File: config.mk
export PLATFORM = sky130hd
export DESIGN_NAME = vga_scan_out
export DESIGN_NICKNAME = d
export VERILOG_FILES = /design/src/rtl/vga_scan_out.sv
export SDC_FILE = /design/constraint.sdc
export NUM_CORES = 1
export LEC_CHECK = 0
export ABC_CLOCK_PERIOD_IN_PS = 4600
export CAP_MARGIN = 20
export CELL_PAD_IN_SITES_DETAIL_PLACEMENT = 1
export CELL_PAD_IN_SITES_GLOBAL_PLACEMENT = 1
export CORE_MARGIN = 3
export CORE_UTILIZATION = 40
export CTS_CLUSTER_SIZE = 25
export DETAILED_ROUTE_END_ITERATION = 8
export GPL_TIMING_DRIVEN = 0
export PLACE_DENSITY_LB_ADDON = 0.1
export RECOVER_POWER = 100
export SLEW_MARGIN = 0
export SYNTH_ARGS = -nofsm -noshare
export SYNTH_HDL_FRONTEND = slang
export SYNTH_SLANG_ARGS = --single-unit
File: constraint.sdc
create_clock -name gpu_clk -period 4.6 [get_ports gpu_clk]
set_clock_uncertainty 0.2 [all_clocks]
set_input_delay 0.92 -clock gpu_clk [delete_from_list [all_inputs] [get_ports gpu_clk]]
set_output_delay 0.92 -clock gpu_clk [all_outputs]
set_load 0.02 [all_outputs]
File: src/rtl/vga_scan_out.sv
// 640x480@60 VGA scan-out for a 320x240x4bpp frame buffer with 2x2 pixel doubling.
// Counter state at cycle n reaches the pins at n+3: address reg, buffer read reg, output reg.
module vga_scan_out #(
  parameter int H_ACTIVE = 640,
  parameter int H_FP     = 16,
  parameter int H_SYNC   = 96,
  parameter int H_BP     = 48,
  parameter int V_ACTIVE = 480,
  parameter int V_FP     = 10,
  parameter int V_SYNC   = 2,
  parameter int V_BP     = 33,
  parameter int FB_WIDTH = 320
) (
  input  logic        gpu_clk,
  input  logic        gpu_rst_n,
  output logic [16:0] vga_pixel_addr,
  input  logic [3:0]  vga_pixel_data,
  output logic        vga_hsync,
  output logic        vga_vsync,
  output logic        vga_de,
  output logic [3:0]  vga_r,
  output logic [3:0]  vga_g,
  output logic [3:0]  vga_b,
  output logic        frame_start,
  output logic        vblank
);

  localparam int STAGES  = 3;
  localparam int H_TOTAL = H_ACTIVE + H_FP + H_SYNC + H_BP;
  localparam int V_TOTAL = V_ACTIVE + V_FP + V_SYNC + V_BP;

  localparam logic [9:0]  H_LAST   = 10'(H_TOTAL - 1);
  localparam logic [9:0]  V_LAST   = 10'(V_TOTAL - 1);
  localparam logic [9:0]  H_ACT    = 10'(H_ACTIVE);
  localparam logic [9:0]  V_ACT    = 10'(V_ACTIVE);
  localparam logic [9:0]  V_ACT_M1 = 10'(V_ACTIVE - 1);
  localparam logic [9:0]  HS_BEG   = 10'(H_ACTIVE + H_FP);
  localparam logic [9:0]  HS_END   = 10'(H_ACTIVE + H_FP + H_SYNC);
  localparam logic [9:0]  VS_BEG   = 10'(V_ACTIVE + V_FP);
  localparam logic [9:0]  VS_END   = 10'(V_ACTIVE + V_FP + V_SYNC);
  localparam logic [16:0] ROW_STEP = 17'(FB_WIDTH);

  typedef struct packed {
    logic hsync;
    logic vsync;
    logic de;
    logic fstart;
    logic vblank;
  } ctl_t;

  localparam ctl_t CTL_IDLE = '{hsync: 1'b1, vsync: 1'b1, de: 1'b0, fstart: 1'b0, vblank: 1'b0};

  logic [9:0]  h_cnt_q, h_cnt_d, v_cnt_q, v_cnt_d;
  logic [16:0] row_base_q, row_base_d, addr_q, addr_d;
  logic [3:0]  rgb_q, rgb_d;
  ctl_t [STAGES-1:0] ctl_pipe_q, ctl_pipe_d;
  ctl_t        ctl_raw;
  logic        h_wrap, v_wrap, active;

  always_comb begin
    h_wrap  = (h_cnt_q == H_LAST);
    v_wrap  = h_wrap && (v_cnt_q == V_LAST);
    h_cnt_d = h_wrap ? '0 : h_cnt_q + 10'd1;
    v_cnt_d = v_cnt_q;
    if (h_wrap) v_cnt_d = v_wrap ? '0 : v_cnt_q + 10'd1;

    active = (h_cnt_q < H_ACT) && (v_cnt_q < V_ACT);

    // Base steps one buffer row every two display lines; it is dropped after the
    // last visible line so it never points past the final row.
    row_base_d = row_base_q;
    if (h_wrap) begin
      if (v_wrap || v_cnt_q == V_ACT_M1)       row_base_d = '0;
      else if (v_cnt_q[0] && v_cnt_q < V_ACT)  row_base_d = row_base_q + ROW_STEP;
    end
    addr_d = active ? row_base_q + {8'd0, h_cnt_q[9:1]} : '0;

    ctl_raw.hsync  = !(h_cnt_q >= HS_BEG && h_cnt_q < HS_END);
    ctl_raw.vsync  = !(v_cnt_q >= VS_BEG && v_cnt_q < VS_END);
    ctl_raw.de     = active;
    ctl_raw.fstart = (h_cnt_q == '0) && (v_cnt_q == '0);
    ctl_raw.vblank = (v_cnt_q >= V_ACT);

    ctl_pipe_d = {ctl_pipe_q[STAGES-2:0], ctl_raw};
    // Buffer data now belongs to stage STAGES-2; blank it with that stage's enable.
    rgb_d = ctl_pipe_q[STAGES-2].de ? vga_pixel_data : '0;
  end

  always_ff @(posedge gpu_clk or negedge gpu_rst_n) begin
    if (!gpu_rst_n) begin
      h_cnt_q    <= '0;
      v_cnt_q    <= '0;
      row_base_q <= '0;
      addr_q     <= '0;
      rgb_q      <= '0;
      ctl_pipe_q <= {STAGES{CTL_IDLE}};
    end else begin
      h_cnt_q    <= h_cnt_d;
      v_cnt_q    <= v_cnt_d;
      row_base_q <= row_base_d;
      addr_q     <= addr_d;
      rgb_q      <= rgb_d;
      ctl_pipe_q <= ctl_pipe_d;
    end
  end

  assign vga_pixel_addr = addr_q;
  assign vga_hsync      = ctl_pipe_q[STAGES-1].hsync;
  assign vga_vsync      = ctl_pipe_q[STAGES-1].vsync;
  assign vga_de         = ctl_pipe_q[STAGES-1].de;
  assign frame_start    = ctl_pipe_q[STAGES-1].fstart;
  assign vblank         = ctl_pipe_q[STAGES-1].vblank;
  assign vga_r          = rgb_q;
  assign vga_g          = rgb_q;
  assign vga_b          = rgb_q;

endmodule

==> results.json <==
{
  "period_minus_slack_ns": 3.49,
  "drt-pass1-iter-count": 4,
  "layout.nets": 366,
  "reg2reg_slack_ns": 1.11,
  "highest_layer": "met4",
  "drt-initial-drc-count": 90,
  "cts_tree": "yes",
  "routed-wl-met3_microns": 359,
  "finalHoldViolations": 0,
  "ctsResizeCount": 0,
  "start_kind": "register",
  "fillers": 847,
  "vdd_drop_max_mv": 0.159,
  "ioPinCount": 40,
  "post-route-period-util_pct": 76.0,
  "cp.buffers_inverters": 4,
  "antenna_found_initial": 0,
  "critical-path-top-delay-family": "buffers and inverters",
  "drc": 0,
  "clockBufferDepth": 2,
  "yosysWarnings": 0,
  "core_sq_um": 7490,
  "cts_buffers": 9,
  "status": "finished with violations",
  "synth_cells": 301,
  "worst_path_max_delay_cell": "nor4b_1",
  "max_freq_mhz": 286,
  "max_slew.worst_pin.slew_ns": 1.63,
  "wire_per_inst_microns": 16.6,
  "violations": "max-capacitance violations, max-slew violations",
  "finalSetupViolCount": 0,
  "path_cells": "inv_1 -> clkbuf_1 -> ha_1 -> nor4b_1 -> and3_1 -> clkbuf_1 -> clkbuf_1 -> o31ai_1 -> a22o_1",
  "ys_ff_latch": 67,
  "grt_pass1_wl_microns": 12600,
  "ys_seq_area_share_pct": 52.7,
  "start_util_pct": 42.7,
  "post_cts_buffers": 0,
  "maxSlewViolCount": 68,
  "insertion_delay_ns": 0.34,
  "syn_area_per_cell_sq_um": 10.6,
  "slew_headroom_pct": -8.68,
  "path_class": "reg -> reg",
  "crit_path_end_kind": "register",
  "clkTransAtPathRegs_ns": 0.07,
  "vias_per_cell": 5.57,
  "wl_met2_microns": 3520,
  "h-tree-depth": 3,
  "die-area_sq_um": 9090,
  "drive_gt1_share_pct": 11.5,
  "p_leak_uw": 0.00176,
  "grt_max_degree": 68,
  "cts_hold_buffers": 0,
  "grt_util_all_layers_pct": 18.2,
  "finalSetupTns_ns": 0,
  "syn_nets": 316,
  "detail-route-antenna-nets": 0,
  "final_util_pct": 51.7,
  "crit_path_frequent_cell": "clkbuf_1",
  "clockRootBuffer": "clkbuf_8",
  "place.gp.congestion": 0.799,
  "vias": 2535,
  "critPathRequiredTime_ns": 4.63,
  "ys_types": 46,
  "rsz0062_at_grt": "false",
  "hp-class": "reg -> reg",
  "rows": 31,
  "io_buffer_count": 39,
  "max_stage_delay_ns": 0.56,
  "clock-sinks": 67,
  "diodes": 0,
  "route.layer.met1.wl_microns": 3520,
  "critPathMaxFanout": 11,
  "overflow": 0,
  "p_per_area_nw_per_um2": 291,
  "cp.arrival_ns": 3.53,
  "grt_pass1_vias": 2482,
  "syn_to_final_growth_pct": 21.2,
  "die_y_microns": 95.4,
  "fp.dieW_microns": 95.4,
  "wirelength_microns": 7540,
  "hpwlAfterDp_microns": 5270,
  "mappedNetlistArea_sq_um": 3190,
  "maxCapViolCount": 1
}
-- synthesized netlist by cell type (all sizes together) --
library cell / n / area, sq um
o21ai: 13 / 65.1
ha: 9 / 113
xor2: 5 / 43.8
o311ai: 1 / 8.76
nand4b: 1 / 8.76
a21o: 5 / 37.5
and3: 6 / 37.5
a31o: 3 / 26.3
nor2: 18 / 67.6
nand2: 9 / 33.8
buf: 17 / 110
or3: 7 / 43.8
dfstp: 6 / 158
or4: 7 / 52.6
and2: 13 / 81.3
o211ai: 1 / 7.51
o21a: 2 / 15.0
o31ai: 11 / 82.6
a21oi: 11 / 55.1
nor4: 10 / 77.6
o32ai: 1 / 8.76
inv: 11 / 41.3
nand3: 14 / 70.1
dfrtp: 61 / 1530
or2: 3 / 18.8
mux2i: 1 / 10.0
a31oi: 1 / 6.26
nor3: 13 / 81.3
clkbuf: 7 / 28.8
nor3b: 2 / 15.0
o2111ai: 1 / 8.76
a22o: 7 / 61.3
nor4b: 1 / 15.0
a41o: 2 / 20.0
xnor2: 8 / 70.1
o41ai: 2 / 17.5
nor2b: 1 / 6.26
nand4: 9 / 56.3
nand3b: 1 / 7.51
-- per-stage QoR --
| stage | instances | hold slack (ns) | worst slack, ns | cell area (sq um) | total power (uW) |
|---|---|---|---|---|---|
| 2_1_floorplan | 301 | 0.131 | 2.19 | 3190 | 617 |
| 3_3_place_gp | 439 | 0.132 | 0.212 | 3710 | 643 |
| 3_5_place_dp | 439 | 0.137 | 1.72 | 3710 | 644 |
| 4_1_cts | 455 | 0.148 | 1.69 | 3910 | 1140 |
| 5_1_grt | 455 | 0.159 | 0.832 | 3870 | 1180 |
| 6_report | 455 | 0.148 | 1.11 | 3870 | 1130 |
-- cell type report --
type                       count  area (sq um)  share of cell area [%]
sequential                    67          1680                    43.5
multi-input combinational    199          1310                    33.8
timing repair buffer          39           385                    9.95
clock buffer                  12           155                    4.01
buffer                        24           125                    3.23
tap                           99           124                    3.20
clock inverter                 4          48.8                    1.26
inverter                      11          41.3                    1.07
-- kinds of logic after synthesis --
family	count (synthesis)	synth area share (%)
adder cells (fa/ha/maj)	9	3.53
AND/OR/NAND/NOR	115	21.1
multiplexers	1	0.313
flip-flops	67	52.7
XOR/XNOR	13	3.56
AO/OA/AOI/OAI	61	13.2
buffers and inverters	35	5.64
-- cell usage in the layout (no fill, tap or decap), drive strengths merged, types with 7 or more instances in the layout --
master       count
nand4            9
dfrtp           61
or3              7
nand2            9
buf             12
clkbuf          25
dlygate4sd3     35
nor2            18
nor4            10
inv             11
or4              7
o21ai           13
ha               9
nor3            13
a21oi           11
o31ai           11
xnor2            8
a22o             7
and2            13
nand3           14
-- state kept, by name (all words and copies together) (netlist names), 4 cells and up --
name            count
vga_pixel_addr     17
row_base_q         11
ctl_pipe_d         10
h_cnt_q            10
v_cnt_q            10
vga_b               4
-- power by group --
group	leakage (uW)	total [uW]	internal, uW	switching, uW
clock	0.000106	497	279	218
combinational	0.000786	36.1	14.8	21.3
sequential	0.000866	592	591	1.24
total	0.00176	1130	885	240
-- metal layers --
layer | up-vias | global-route usage, %
met3 | 11 | 4.18
met4 | 0 | 8.05
met1 | 1270 | 24.2
met5 | - | 0
met2 | 67 | 28.3
li1 | 1187 | -
-- worst paths after layout --
kind                            cells after the start               startpoint                          to
worst min register to register                      0  ctl_pipe_d[7]$_DFF_PN0_    ctl_pipe_d[12]$_DFF_PN0_
max in group asynchronous                           1                gpu_rst_n      v_cnt_q[2]$_DFFE_PN0N_
worst max register to register                      9   v_cnt_q[0]$_DFFE_PN0N_  row_base_q[11]$_DFFE_PN0P_
worst max-delay path                                9   v_cnt_q[0]$_DFFE_PN0N_  row_base_q[11]$_DFFE_PN0P_
worst min-delay path                                0  ctl_pipe_d[7]$_DFF_PN0_    ctl_pipe_d[12]$_DFF_PN0_
min in group asynchronous                           1                gpu_rst_n    ctl_pipe_d[10]$_DFF_PN0_
Note: power is estimated with default switching activity, not from simulation.
==> variant, RTL diff (same settings) <==
Make the reset (`gpu_rst_n`) synchronous in one clocked block.
--- a/src/rtl/vga_scan_out.sv
+++ b/src/rtl/vga_scan_out.sv
@@ -86,7 +86,7 @@
     rgb_d = ctl_pipe_q[STAGES-2].de ? vga_pixel_data : '0;
   end
 
-  always_ff @(posedge gpu_clk or negedge gpu_rst_n) begin
+  always_ff @(posedge gpu_clk) begin
     if (!gpu_rst_n) begin
       h_cnt_q    <= '0;
       v_cnt_q    <= '0;
Function: differs if gpu_rst_n is asserted again (counterexample within 4 cycles, from zero or initial values and one cycle with gpu_rst_n low); with gpu_rst_n held inactive, the same outputs for 10 cycles.
==> variant against the unedited design <==
Power grew 3.2%. Sequential power barely moved. Design area shrank 8.3%. Count of clock-buffer cells in the layout shrank 1. Worst hold slack improved by 0.064 ns. Synthesized area is 11% lower. Sequential cell count did not move. Setup slack improved by 0.62 ns. Sequential share of layout area is 5.7 points lower. Wire length decreased by 13%. Core utilization is 0.26 points higher.
==> variant: results <==
[outcome]
status = "finished clean"

[power]
cellLeakagePower_nw = 1.54

[synth]
async_flop_share_pct = 0
synth-xor-area-share_pct = 7.71
synth_commonest_cells = "67 x dfxtp_1, 38 x nor2_1, 17 x and3_1, 17 x nand3_1, 15 x nand2_1"
synth-adder-area-share_pct = 3.97
synth_cell_type_count = 44
synth-compound-area-share_pct = 7.67
synthMuxAreaShare_pct = 0.353

[critical_path]
worstRegToRegCells = 8
r2r_slack_ns = 1.72
regToRegStartpoint = "v_cnt_q[0]"

[place]
gp_congestion = 0.757
place_ws_ns = 1.51
dpl_cell_area_um2 = 3350

[job]
drv_cap = 0

[global_routing]
grt_max_degree = 12
grt_use_met1_pct = 21.6
grt_pass1_vias = 2274
met3_usage_pct = 4.10
grtUsageMet2_pct = 28.6

[layout]
nets = 371

[routing]
first_iter_violations = 46
wl_met2_um = 3150
drt_wl_total_um = 6560
viasPerCell = 5.03
[variant: cell types whose count changed in the layout (fill, tap and decap cells not counted), sizes merged, moves of 6 or more]
cell   delta
dfrtp    -61
o31ai    -11
xor2      +6
o21ai     -7
nand2     +6
nor2     +20
xnor2     +6
dfstp     -6
dfxtp    +67
and3     +12
[variant: kinds of logic (layout without fill, tap and decap cells)]
logic type	count (synthesis)	after routing
AOI/OAI and AO/OA	31	31
muxes	1	1
DFF	67	67
adders and majority gates	9	9
xor gates and xnor gates	25	25
and+or+nand+nor	143	143
buffers and inverters	30	85
[variant: how the worst min path moves through the flow]
stage / startpoint / to / depth (start not counted)
after detailed placement: ctl_pipe_d[13] / vga_vsync / 1
after CTS: ctl_pipe_d[13] / vga_vsync / 1
after global placement: ctl_pipe_d[8] / ctl_pipe_d[13] / 1
after global routing: ctl_pipe_d[13] / vga_vsync / 1
after floorplan: ctl_pipe_d[8] / ctl_pipe_d[13] / 1
final: ctl_pipe_d[13] / vga_vsync / 1
[variant: power groups by stage]
stage	clock, mW	sequential (mW)	combinational, mW
floorplan	0	0.607	0.0239
global placement	0	0.604	0.0480
detailed placement	0	0.605	0.0490
CTS	0.540	0.591	0.0494
global route	0.576	0.592	0.0513
finish	0.524	0.591	0.0464
[variant: final cells by class]
| cell class | count | area, µm² | share of cell area (%) |
|---|---|---|---|
| plain buffers | 22 | 119 | 3.35 |
| repair buffers | 39 | 390 | 11.0 |
| flip-flops and latches | 67 | 1340 | 37.8 |
| well taps | 96 | 120 | 3.38 |
| inverters | 8 | 30.0 | 0.846 |
| clock buffers | 11 | 131 | 3.70 |
| multi-input cells | 209 | 1340 | 37.8 |
| clock inverters | 5 | 77.6 | 2.18 |
